**config.mk**
```make
export PLATFORM = sky130hd
export DESIGN_NAME = load_store_unit
export DESIGN_NICKNAME = d
export VERILOG_FILES = /design/src/rtl/lsu_pkg.sv /design/src/rtl/lsu_lane.sv /design/src/rtl/load_store_unit.sv
export SDC_FILE = /design/constraint.sdc
export NUM_CORES = 1
export LEC_CHECK = 0
export CAP_MARGIN = 5
export CORE_MARGIN = 1.5
export CORE_UTILIZATION = 42
export CTS_CLUSTER_SIZE = 28
export DETAILED_ROUTE_END_ITERATION = 12
export HOLD_SLACK_MARGIN = 0.08
export MAX_ROUTING_LAYER = met4
export PLACE_DENSITY = 0.77
export SLEW_MARGIN = 30
export SYNTH_ARGS = -nofsm -noshare
export SYNTH_HDL_FRONTEND = slang
export SYNTH_SLANG_ARGS = --single-unit
```
**constraint.sdc**
```tcl
create_clock -name clk_i -period 3.9 [get_ports clk_i]
set_input_delay 0.39 -clock clk_i [delete_from_list [all_inputs] [get_ports clk_i]]
set_output_delay 0.39 -clock clk_i [all_outputs]
set_load 0.05 [all_outputs]
```
**src/rtl/lsu_pkg.sv**
```systemverilog
// lsu_pkg: shared definitions for the load/store unit.
//   - RV32 funct3 width codes
//   - FSM state encoding
//   - misalignment / illegal-encoding predicates used at request acceptance
package lsu_pkg;

    localparam int XLEN_SUPPORTED = 32;

    localparam logic [2:0] F3_B  = 3'b000;
    localparam logic [2:0] F3_H  = 3'b001;
    localparam logic [2:0] F3_W  = 3'b010;
    localparam logic [2:0] F3_BU = 3'b100;
    localparam logic [2:0] F3_HU = 3'b101;

    typedef enum logic [2:0] {
        IDLE   = 3'd0,
        ACCESS = 3'd1,
        RMW_RD = 3'd2,
        RMW_WR = 3'd3,
        ERR    = 3'd4,
        RESP   = 3'd5
    } lsu_state_t;

    // Halfwords must be 2-byte aligned, words 4-byte aligned; bytes never misalign.
    function automatic logic is_misaligned(input logic [2:0] funct3, input logic [1:0] offset);
        logic result;
        result = 1'b0;
        case (funct3)
            F3_H, F3_HU: result = offset[0];
            F3_W:        result = (offset != 2'b00);
            default:     result = 1'b0;
        endcase
        return result;
    endfunction

    // 011/110/111 are never legal; stores have no unsigned variants.
    function automatic logic is_illegal(input logic store, input logic [2:0] funct3);
        logic result;
        result = 1'b0;
        case (funct3)
            F3_B, F3_H, F3_W: result = 1'b0;
            F3_BU, F3_HU:     result = store;
            default:          result = 1'b1;
        endcase
        return result;
    endfunction

endpackage

```
**src/rtl/lsu_lane.sv**
```systemverilog
// lsu_lane: combinational byte-lane logic for the load/store unit.
// Ports:
//   word      in  32  memory word being read
//   offset    in  2   byte offset within the word (addr[1:0])
//   funct3    in  3   RV32 width code
//   wdata     in  16  low half of the store data (only byte/halfword stores merge)
//   load_data out 32  selected lane, sign- or zero-extended
//   merged    out 32  word with the target byte/halfword lane replaced by wdata
module lsu_lane
    import lsu_pkg::*;
(
    input  logic [31:0] word,
    input  logic [1:0]  offset,
    input  logic [2:0]  funct3,
    input  logic [15:0] wdata,
    output logic [31:0] load_data,
    output logic [31:0] merged
);

    logic [7:0]  sel_byte;
    logic [15:0] sel_half;

    always_comb begin
        sel_byte = 8'h00;
        case (offset)
            2'd0:    sel_byte = word[7:0];
            2'd1:    sel_byte = word[15:8];
            2'd2:    sel_byte = word[23:16];
            default: sel_byte = word[31:24];
        endcase
        // Halfword accesses are aligned by the time they get here, so offset[1] picks the lane.
        sel_half = offset[1] ? word[31:16] : word[15:0];
    end

    always_comb begin
        load_data = 32'h0;
        case (funct3)
            F3_B:    load_data = {{24{sel_byte[7]}}, sel_byte};
            F3_BU:   load_data = {24'h0, sel_byte};
            F3_H:    load_data = {{16{sel_half[15]}}, sel_half};
            F3_HU:   load_data = {16'h0, sel_half};
            F3_W:    load_data = word;
            default: load_data = 32'h0;
        endcase
    end

    always_comb begin
        merged = word;
        case (funct3)
            F3_B: begin
                case (offset)
                    2'd0:    merged[7:0]   = wdata[7:0];
                    2'd1:    merged[15:8]  = wdata[7:0];
                    2'd2:    merged[23:16] = wdata[7:0];
                    default: merged[31:24] = wdata[7:0];
                endcase
            end
            F3_H: begin
                if (offset[1]) merged[31:16] = wdata;
                else           merged[15:0]  = wdata;
            end
            default: merged = word;
        endcase
    end

endmodule

```
**src/rtl/load_store_unit.sv**
```systemverilog
// load_store_unit: RV32 load/store initiator for a word-addressed data memory
// with combinational read and write-on-clock-edge.
// Ports:
//   clk_i, rst_i              clock, asynchronous active-high reset
//   req_valid_i/req_ready_o   request handshake
//   req_store_i               1 = store, 0 = load
//   req_funct3_i              RV32 width code
//   req_addr_i, req_wdata_i   byte address, right-aligned store data
//   resp_valid_o              one-cycle response pulse per accepted request
//   resp_rdata_o, resp_err_o  extended load data / error flag, held until next response
//   mem_addr_o                word index = {2'b00, addr[XLEN-1:2]}
//   mem_we_o, mem_wdata_o     memory write strobe and data
//   mem_rdata_i               combinational read data for mem_addr_o
//   dbg_state                 current FSM state (lsu_state_t encoding)
//
// Handshake: a request transfers on a rising edge where req_valid_i and
// req_ready_o are both 1; req_ready_o is 1 only in IDLE, so a request held
// while busy is simply not taken. Responses have no backpressure.
module load_store_unit
    import lsu_pkg::*;
#(
    parameter int XLEN = 32
) (
    input  logic            clk_i,
    input  logic            rst_i,
    input  logic            req_valid_i,
    output logic            req_ready_o,
    input  logic            req_store_i,
    input  logic [2:0]      req_funct3_i,
    input  logic [XLEN-1:0] req_addr_i,
    input  logic [XLEN-1:0] req_wdata_i,
    output logic            resp_valid_o,
    output logic [XLEN-1:0] resp_rdata_o,
    output logic            resp_err_o,
    output logic [XLEN-1:0] mem_addr_o,
    output logic            mem_we_o,
    output logic [XLEN-1:0] mem_wdata_o,
    input  logic [XLEN-1:0] mem_rdata_i,
    output logic [2:0]      dbg_state
);

    lsu_state_t      state;
    logic            store_q;
    logic [2:0]      funct3_q;
    logic [XLEN-1:0] addr_q;
    logic [XLEN-1:0] wdata_q;

    logic [XLEN-1:0] load_data;
    logic [XLEN-1:0] merged;

    lsu_lane u_lane (
        .word      (mem_rdata_i),
        .offset    (addr_q[1:0]),
        .funct3    (funct3_q),
        .wdata     (wdata_q[15:0]),
        .load_data (load_data),
        .merged    (merged)
    );

    // Address comes only from the latched request, never from req_addr_i.
    assign mem_addr_o = {2'b00, addr_q[XLEN-1:2]};
    assign dbg_state  = state;

    always_ff @(posedge clk_i or posedge rst_i) begin
        if (rst_i) begin
            state        <= IDLE;
            req_ready_o  <= 1'b1;
            resp_valid_o <= 1'b0;
            resp_rdata_o <= '0;
            resp_err_o   <= 1'b0;
            mem_we_o     <= 1'b0;
            mem_wdata_o  <= '0;
            store_q      <= 1'b0;
            funct3_q     <= 3'b000;
            addr_q       <= '0;
            wdata_q      <= '0;
        end else begin
            case (state)
                IDLE: begin
                    if (req_valid_i && req_ready_o) begin
                        store_q     <= req_store_i;
                        funct3_q    <= req_funct3_i;
                        addr_q      <= req_addr_i;
                        wdata_q     <= req_wdata_i;
                        req_ready_o <= 1'b0;
                        if (is_illegal(req_store_i, req_funct3_i) ||
                            is_misaligned(req_funct3_i, req_addr_i[1:0])) begin
                            state <= ERR;
                        end else if (req_store_i && (req_funct3_i != F3_W)) begin
                            state <= RMW_RD;
                        end else begin
                            // SW writes during ACCESS; loads only read.
                            state    <= ACCESS;
                            mem_we_o <= req_store_i;
                            if (req_store_i) mem_wdata_o <= req_wdata_i;
                        end
                    end
                end
                ACCESS: begin
                    mem_we_o     <= 1'b0;
                    resp_rdata_o <= store_q ? '0 : load_data;
                    resp_err_o   <= 1'b0;
                    resp_valid_o <= 1'b1;
                    state        <= RESP;
                end
                RMW_RD: begin
                    // Merged word is registered straight into the write-data port.
                    mem_wdata_o <= merged;
                    mem_we_o    <= 1'b1;
                    state       <= RMW_WR;
                end
                RMW_WR: begin
                    mem_we_o     <= 1'b0;
                    resp_rdata_o <= '0;
                    resp_err_o   <= 1'b0;
                    resp_valid_o <= 1'b1;
                    state        <= RESP;
                end
                ERR: begin
                    mem_we_o     <= 1'b0;
                    resp_rdata_o <= '0;
                    resp_err_o   <= 1'b1;
                    resp_valid_o <= 1'b1;
                    state        <= RESP;
                end
                RESP: begin
                    resp_valid_o <= 1'b0;
                    req_ready_o  <= 1'b1;
                    state        <= IDLE;
                end
                default: begin
                    mem_we_o     <= 1'b0;
                    resp_valid_o <= 1'b0;
                    req_ready_o  <= 1'b1;
                    state        <= IDLE;
                end
            endcase
        end
    end

endmodule
```
==> flow_summary.json <==
{
  "status": "finished, final reports clean",
  "p_per_area_nw_per_um2": 969,
  "slowest_stage": "and2b_1",
  "worstMarginPinSlew_ns": 0.978,
  "wl_per_cell_um": 20.8,
  "clock_tree.buffer_depth": 2,
  "fin_setup_tns_ns": 0,
  "final_net_count": 804,
  "yosys.area_share.adder_pct": 0,
  "routed_wl_mm": 18.7,
  "ys.flop_type": "dfrtp_1",
  "hp-start": "resp_rdata_o[10]",
  "layout.cells.non_filler": 897,
  "core_um2": 14500,
  "finalClockSkew_ns": 0.0112,
  "drv_cap": 0,
  "start_util_pct": 42.9,
  "hold_viol": 0,
  "ys_seq_elements": 123,
  "die_x_um": 125,
  "synth.top_cell.area_share_pct": 49.0,
  "drive_above_1_share_pct": 17.3,
  "die_y_um": 125,
  "crit_chain": "nor3b_2 > and2b_1 > a221o_1",
  "power.leakage_nw": 3.54,
  "synth_xor_area_share_pct": 0,
  "post-route-period-util_pct": 61.3,
  "rr_startpoint": "funct3_q[1]",
  "reg2reg_slack_ns": 1.51,
  "port-buffer-count": 203,
  "synth-simple-area-share_pct": 11.1,
  "synth_area_leaders": "dfrtp_1, mux2_2, a221o_1",
  "grt_pass1_vias": 5295,
  "crit_type": "flop to flop",
  "cts_made_buffers": 17,
  "vdd_drop_max_mv": 0.635,
  "syn_inst": 546,
  "synth_async_sr_flop_share_pct": 100,
  "ctsResizeCount": 0,
  "min_period_ns": 2.39,
  "die-area_um2": 15600,
  "clkTransAtPathRegs_ns": 0.06,
  "grt_max_degree": 89,
  "r2r_cells": 3,
  "synth-edff-count": 0,
  "synth_compound_area_share_pct": 17.7,
  "dp.cells": 866,
  "grt-busiest-layer": "met2",
  "synthMuxAreaShare_pct": 14.0,
  "ys_warn_count": 0,
  "grt_util_met1_pct": 31.5,
  "use_met2_pct": 38.7,
  "io-pin-count": 206,
  "slew_viol_final": 0,
  "ys_types": 55,
  "cts_tree": "done",
  "synth_top_family_by_area": "compound AO/OA/AOI/OAI gates",
  "yosys.area.top_type": "dfrtp_1",
  "track_usage_pct": 25.1,
  "grt_overflow": 0,
  "fp-row-count": 44,
  "postCtsHoldBufs": 0,
  "path_buf_inv": 0,
  "grt_pass1_wl_mm": 29.5,
  "drtIter0Drc": 451,
  "cp_max_fo": 24,
  "antenna_found_initial": 0,
  "cp.arrival_ns": 2.73,
  "end_kind": "flop",
  "setup_viol": 0,
  "drtAntennaViolNets": 0,
  "root_buffer": "clkbuf_16",
  "dp_hpwl_mm": 13.7,
  "rsz0062_at_grt": "false",
  "synth.avg_cell_area_um2": 11.4,
  "timing.fmax_ghz": 0.418,
  "use_met3_pct": 6.83,
  "via_per_inst": 5.92,
  "slowest_delay_ns": 0.77,
  "crit_family": "simple AND/OR/NAND/NOR gates",
  "max_slew_margin_pct": 34.5,
  "gp_congestion": 0.909,
  "cts_setup_buffers": 0,
  "dr.pass1.iters": 5,
  "clk_latency_ns": 0.42,
  "min_path_type": "flop to flop",
  "hold_path_end": "resp_rdata_o[10]",
  "syn_area_um2": 6230,
  "seq_area_frac_synth_pct": 49.4,
  "crit_required_ns": 4.24,
  "htreeDepth": 4,
  "startpoint_type": "flop",
  "hold_depth": 2,
  "num_vias": 5308,
  "diodes": 0,
  "regToRegEndpoint": "resp_rdata_o[30]",
  "area_growth_pct": 40.6,
  "numClockSinks": 123,
  "drc": 0
}
registers in the layout, indices dropped and copies added, names as in the netlist:
register / count
mem_wdata_o: 32
dbg_state: 3
addr_q: 32
mem_we_o: 1
resp_valid_o: 1
wdata_q: 16
req_ready_o: 1
resp_err_o: 1
store_q: 1
funct3_q: 3
resp_rdata_o: 32
layout make-up:
cell class	instances	area [um^2]
clock buffer	18	429
multi-input combinational	337	2700
clock inverter	13	176
fill	1201	5770
timing repair buffer	212	2100
tap	184	230
inverter	10	42.5
sequential	123	3080
worst register-to-register path, stage by stage (launching register included):
cell	delay, ns
dfrtp_1	0.71
nor3b_2	0.56
and2b_1	0.77
a221o_1	0.29
metrics by stage:
stage                     area, um^2  setup slack [ns]  total power, mW  hold slack, ns  utilization (%)
after floorplan                 6230             0.241             5.62           0.482                -
after global placement          8140              1.22             6.79           0.477             56.0
final                           8760              1.51             8.49           0.487             60.3
after detailed placement        8150              1.17             6.88           0.469             56.0
after CTS                       8750              1.39             8.52           0.493             60.2
after global routing            8760              1.26             8.86           0.510             60.3
Yosys cell counts (all sizes together), types with 2 or more instances:
master and n:
or4b 2, a41oi 2, nor2b 3, and4 8
a21o 8, a22o 8, o2bb2ai 8, or3b 3
dfrtp 122, nand2b 2, a221o 34, nand4 24
nor2 9, a21oi 25, nor3b 2, nand2 28
a222oi 7, nor3 3, buf 51, nand3 16
mux2i 3, nor4 4, inv 10, a221oi 8
clkbuf 26, mux4 7, o21ai 43, mux2 61
routing by layer:
layer / routed length (um) / vias to the layer above
li1: - / 2369
met1: 7890 / 2596
met2: 8650 / 295
met3: 1540 / 48
met4: 588 / 0
met5: 0 / -
report_power, final:
| group | switching, mW | internal, mW | leakage [nW] | total (mW) |
|---|---|---|---|---|
| sequential | 0.573 | 1.88 | 1.52 | 2.46 |
| clock | 0.558 | 1.06 | 0.291 | 1.62 |
| combinational | 2.75 | 1.67 | 1.73 | 4.42 |
cell families (layout without fill, tap and decap cells):
| kind of cell | Yosys count | in the layout |
|---|---|---|
| AO/OA/AOI/OAI | 151 | 151 |
| flip-flops | 123 | 123 |
| AND/OR/NAND/NOR | 113 | 113 |
| buffers and inverters | 87 | 253 |
| multiplexers | 71 | 71 |
| other | 1 | 2 |
cell usage in the layout (no fill, tap or decap), types with 2 or more instances in the layout:
cell / synthesis / routed
nand3_1: 16 / 16
a21o_1: 8 / 8
a21oi_1: 25 / 25
a41oi_1: 2 / 2
dfrtp_1: 122 / 121
clkdlybuf4s50_1: 0 / 203
a222oi_1: 7 / 7
and4_1: 8 / 8
clkbuf_16: 0 / 17
nand4_1: 24 / 24
a22o_1: 8 / 8
nor4_1: 2 / 2
o21ai_0: 42 / 42
o2bb2ai_1: 8 / 8
conb_1: 1 / 2
mux4_2: 7 / 7
or3b_1: 3 / 3
clkinvlp_4: 0 / 3
clkinv_2: 0 / 5
a221oi_1: 8 / 8
nor2_1: 9 / 7
nand2_1: 28 / 28
nor2b_1: 3 / 2
nor3_1: 3 / 3
mux2_2: 61 / 61
mux2i_1: 3 / 2
a221o_1: 34 / 34
bufinv_16: 0 / 4
buf_4: 32 / 9
nor3b_2: 1 / 2
inv_1: 10 / 9
nor4_4: 2 / 2
how the worst max path moves through the flow:
stage,start,cells past startpoint,slack (ns),endpoint
4_1_cts,addr_q[0],4,1.39,resp_rdata_o[3]
3_3_place_gp,req_funct3_i[1],7,1.22,mem_wdata_o[20]
5_1_grt,addr_q[0],4,1.26,resp_rdata_o[30]
6_report,funct3_q[1],3,1.51,resp_rdata_o[30]
3_5_place_dp,req_funct3_i[1],7,1.17,mem_wdata_o[21]
2_1_floorplan,rst_i,1,0.24,addr_q[0]
(Power assumes the default switching activity.)
